`src/rtl/rr_arb_pkg.sv`:
```
// Shared types and constants for the four-requester round-robin arbiter.
// MAX_HOLD_DEF exists only when RR_ARB_TIMEOUT_EN is defined.
package rr_arb_pkg;
    localparam int unsigned NUM_REQ = 4;
    localparam int unsigned ID_W    = 2;
`ifdef RR_ARB_TIMEOUT_EN
    localparam int unsigned MAX_HOLD_DEF = 8;
`endif

    typedef enum logic {IDLE, GRANT} state_e;
endpackage

```
`src/rtl/rr_arbiter_4_pick4.sv`:
```
// Combinational round-robin pick: first set request at or after ptr, wrapping mod 4.
module rr_pick4
    import rr_arb_pkg::*;
(
    input  logic [NUM_REQ-1:0] req_i,
    input  logic [ID_W-1:0]    ptr_i,
    output logic [ID_W-1:0]    winner_o,
    output logic               any_o
);
    logic [ID_W-1:0] idx;

    // Scan from the farthest offset down so the nearest set bit is the last to win.
    always_comb begin
        winner_o = ptr_i;
        any_o    = 1'b0;
        idx      = ptr_i;
        for (int i = NUM_REQ - 1; i >= 0; i--) begin
            idx = ptr_i + ID_W'(i);
            if (req_i[idx]) begin
                winner_o = idx;
                any_o    = 1'b1;
            end
        end
    end
endmodule

```
`config.mk`:
```
export PLATFORM = sky130hd
export DESIGN_NAME = rr_pick4
export DESIGN_NICKNAME = d
export VERILOG_FILES = /design/src/rtl/rr_arb_pkg.sv /design/src/rtl/rr_arbiter_4_pick4.sv
export SDC_FILE = /design/constraint.sdc
export NUM_CORES = 1
export LEC_CHECK = 0
export ABC_AREA = 1
export BUFFER_PORTS_ARGS = -buffer_cell sky130_fd_sc_hd__buf_2
export CORE_AREA = 2 2 39 41
export DETAILED_ROUTE_END_ITERATION = 16
export DIE_AREA = 0 0 41 43
export PLACE_DENSITY_LB_ADDON = 0.25
export SETUP_SLACK_MARGIN = 0.15
export SLEW_MARGIN = 0
export SYNTH_ARGS = -nofsm -noshare
export SYNTH_HDL_FRONTEND = slang
export SYNTH_SLANG_ARGS = --single-unit
```
`constraint.sdc`:
```
create_clock -name vclk -period 1.06
set_clock_uncertainty 0.05 [all_clocks]
set_input_delay 0.212 -clock vclk [all_inputs]
set_output_delay 0.212 -clock vclk [all_outputs]
set_load 0.03 [all_outputs]
```
==> results.cfg <==
[status]
status = finished with violations
violations = negative setup slack

[synth]
syn_area_per_cell_um2 = 4.415
syn-num-nets = 59
ys_warn_count = 0
yosys-top-cells-area = nand2_1 (45%), inv_1 (13%), nand3_1 (11%), buf_6 (4.8%), nand3_2 (4.3%)
synth_top_area_share_pct = 44.92
yosysUniqueCellTypes = 13
syn_area_um2 = 234.0
synth_top_area_cell = nand2_1
synth_cells = 53
synth_common_cells = nand2_1 (28), inv_1 (8), nand3_1 (5)
synth_seq_area_share_pct = 0
synth.most_common_cell = nand2_1

[floorplan]
dieWidth_um = 41
rows = 14
die_h_um = 43
dieArea_um2 = 1763
num_io_pins = 9
initial_core_util_pct = 16.91
coreArea_um2 = 1384

[place]
io_buffers = 9
post_dp_cell_area_um2 = 346.6
gp_congestion = 0.7886
hpwlAfterDp_um = 498.1

[sta]
maxSlewViolCount = 0
period_minus_slack_ps = 1325
hold_violations = 0
period_share_pct = 125.0
hold_ws_ps = 711.0
grt_setup_unrepaired = yes
max-slew-margin-rel_pct = 89.27
tightest_slew_ps = 159.2
tns_ps = -758.6
worst_slack_ps = -264.8
max_freq_mhz = 754.8
report.final.setup_viol = 3

[pwr]
leakagePower_nw = 0.3023
finalPower_mw = 0.2966
power_density_nw_per_um2 = 539.9
ir_drop_mv = 0.2060

[worst_hold_path]
min_from = ptr_i[0]
hold_path_class = input port to primary output
hold_path_depth = 4
min_to = winner_o[0]

[route]
drtPass1Iterations = 2
num_vias = 364
drtIter0Drc = 3
wl_per_cell_um = 9.500
drt-total-wl_um = 798
route.detailed.drc = 0
viasPerCell = 4.333
drtAntennaViolNets = 0

[critical_path]
worst-path-buf-inv = 5
crit_family = buffers and inverters
crit_arrival_ps = 1060
cp_slowest_stage_delay_ps = 140
cp-end-kind = primary output
start_kind = input port
crit_start = ptr_i[1]
required_ps = 800
cp_max_fo = 5
worstSetupPathType = input port to primary output
cp_cell_sequence = buf_8 > inv_8 > nand2_4 > nand2_4 > nand2_2 > buf_4 > nand2_2 > inv_2 > a21boi_2 > buf_6
cp_slowest_cell = buf_6

[global_route]
grt_max_degree = 7
overflow = 0
grt_pass1_vias = 345
grt_pass1_wl_um = 1297
track_usage_pct = 9.890
grt_antenna_before_repair = 0

[final_layout]
diodes = 0
seq_cells = 0
final_nets = 76
nFillCells = 138
area_growth_pct = 134.8
nClkBuffers = 0
stdcell_area_um2 = 549.3
drive_gt1_share_pct = 75.00
seq_area_um2 = 0

[job]
drv_cap = 0
per-stage QoR:
step / utilization, % / setup WS (ps) / std cells
6_report: 39.69 / -264.8 / 84
5_1_grt: 39.69 / -368.5 / 84
3_3_place_gp: 25.05 / -479.4 / 82
2_1_floorplan: - / -240.6 / 53
4_1_cts: 37.61 / -270.3 / 84
3_5_place_dp: 25.05 / -478.4 / 82
how the worst max path moves through the flow:
stage	to	slack, ps	cells past startpoint
final	winner_o[1]	-260	10
after global routing	winner_o[0]	-370	12
after CTS	winner_o[0]	-270	12
after detailed placement	winner_o[0]	-480	11
after global placement	winner_o[0]	-480	12
after floorplan	winner_o[1]	-240	8
per-layer routing:
layer / part of all wire (%) / wire length, um / track usage (%) / up-vias
met5: 0 / 0 / 0 / -
met4: 2.9 / 23 / 3.333 / 0
met3: 2.9 / 23 / 1.047 / 2
met2: 60 / 477 / 16.56 / 5
met1: 34 / 273 / 12.34 / 168
li1: - / - / - / 189
worst min-delay path, stage by stage:
cell and delay, ps:
buf_16 100, nand2_1 60, nand2_2 60, buf_6 120
cell families after synthesis:
logic type / Yosys count / share of synthesized area [%]
AO/OA/AOI/OAI: 4 / 10.69
AND/OR/NAND/NOR: 37 / 65.78
buffers and inverters: 12 / 23.53
cell type report:
class	count	area, um^2	area share [%]
multi-input combinational	41	304.0	55.35
inverter	11	61.31	11.16
timing repair buffer	16	163.9	29.84
tap	16	20.02	3.645
timing repair:
action | CTS | global route
gates cloned | 1 | 0
hold buffers | 0 | 0
buffers inserted | 1 | 0
resized for setup | 45 | 8
pin swaps | 13 | 6
endpoints found under the setup margin | 3 | 3
power breakdown:
| group | leakage (nW) | switching [mW] | internal, mW |
|---|---|---|---|
| combinational | 0.302 | 0.159 | 0.137 |
| sequential | 0 | 0 | 0 |
| clock | 0 | 0 | 0 |
| total | 0.302 | 0.159 | 0.137 |
cells in the final DEF (no fill, tap or decap), drive strengths merged:
| cell | Yosys | final |
|---|---|---|
| clkinv | 0 | 1 |
| inv | 11 | 10 |
| buf | 1 | 16 |
| nand2 | 29 | 29 |
| nand3 | 6 | 6 |
| a21boi | 1 | 1 |
| o21ai | 2 | 2 |
| o21bai | 1 | 1 |
| nor2 | 2 | 2 |
Note: power is estimated with default switching activity, not from simulation.
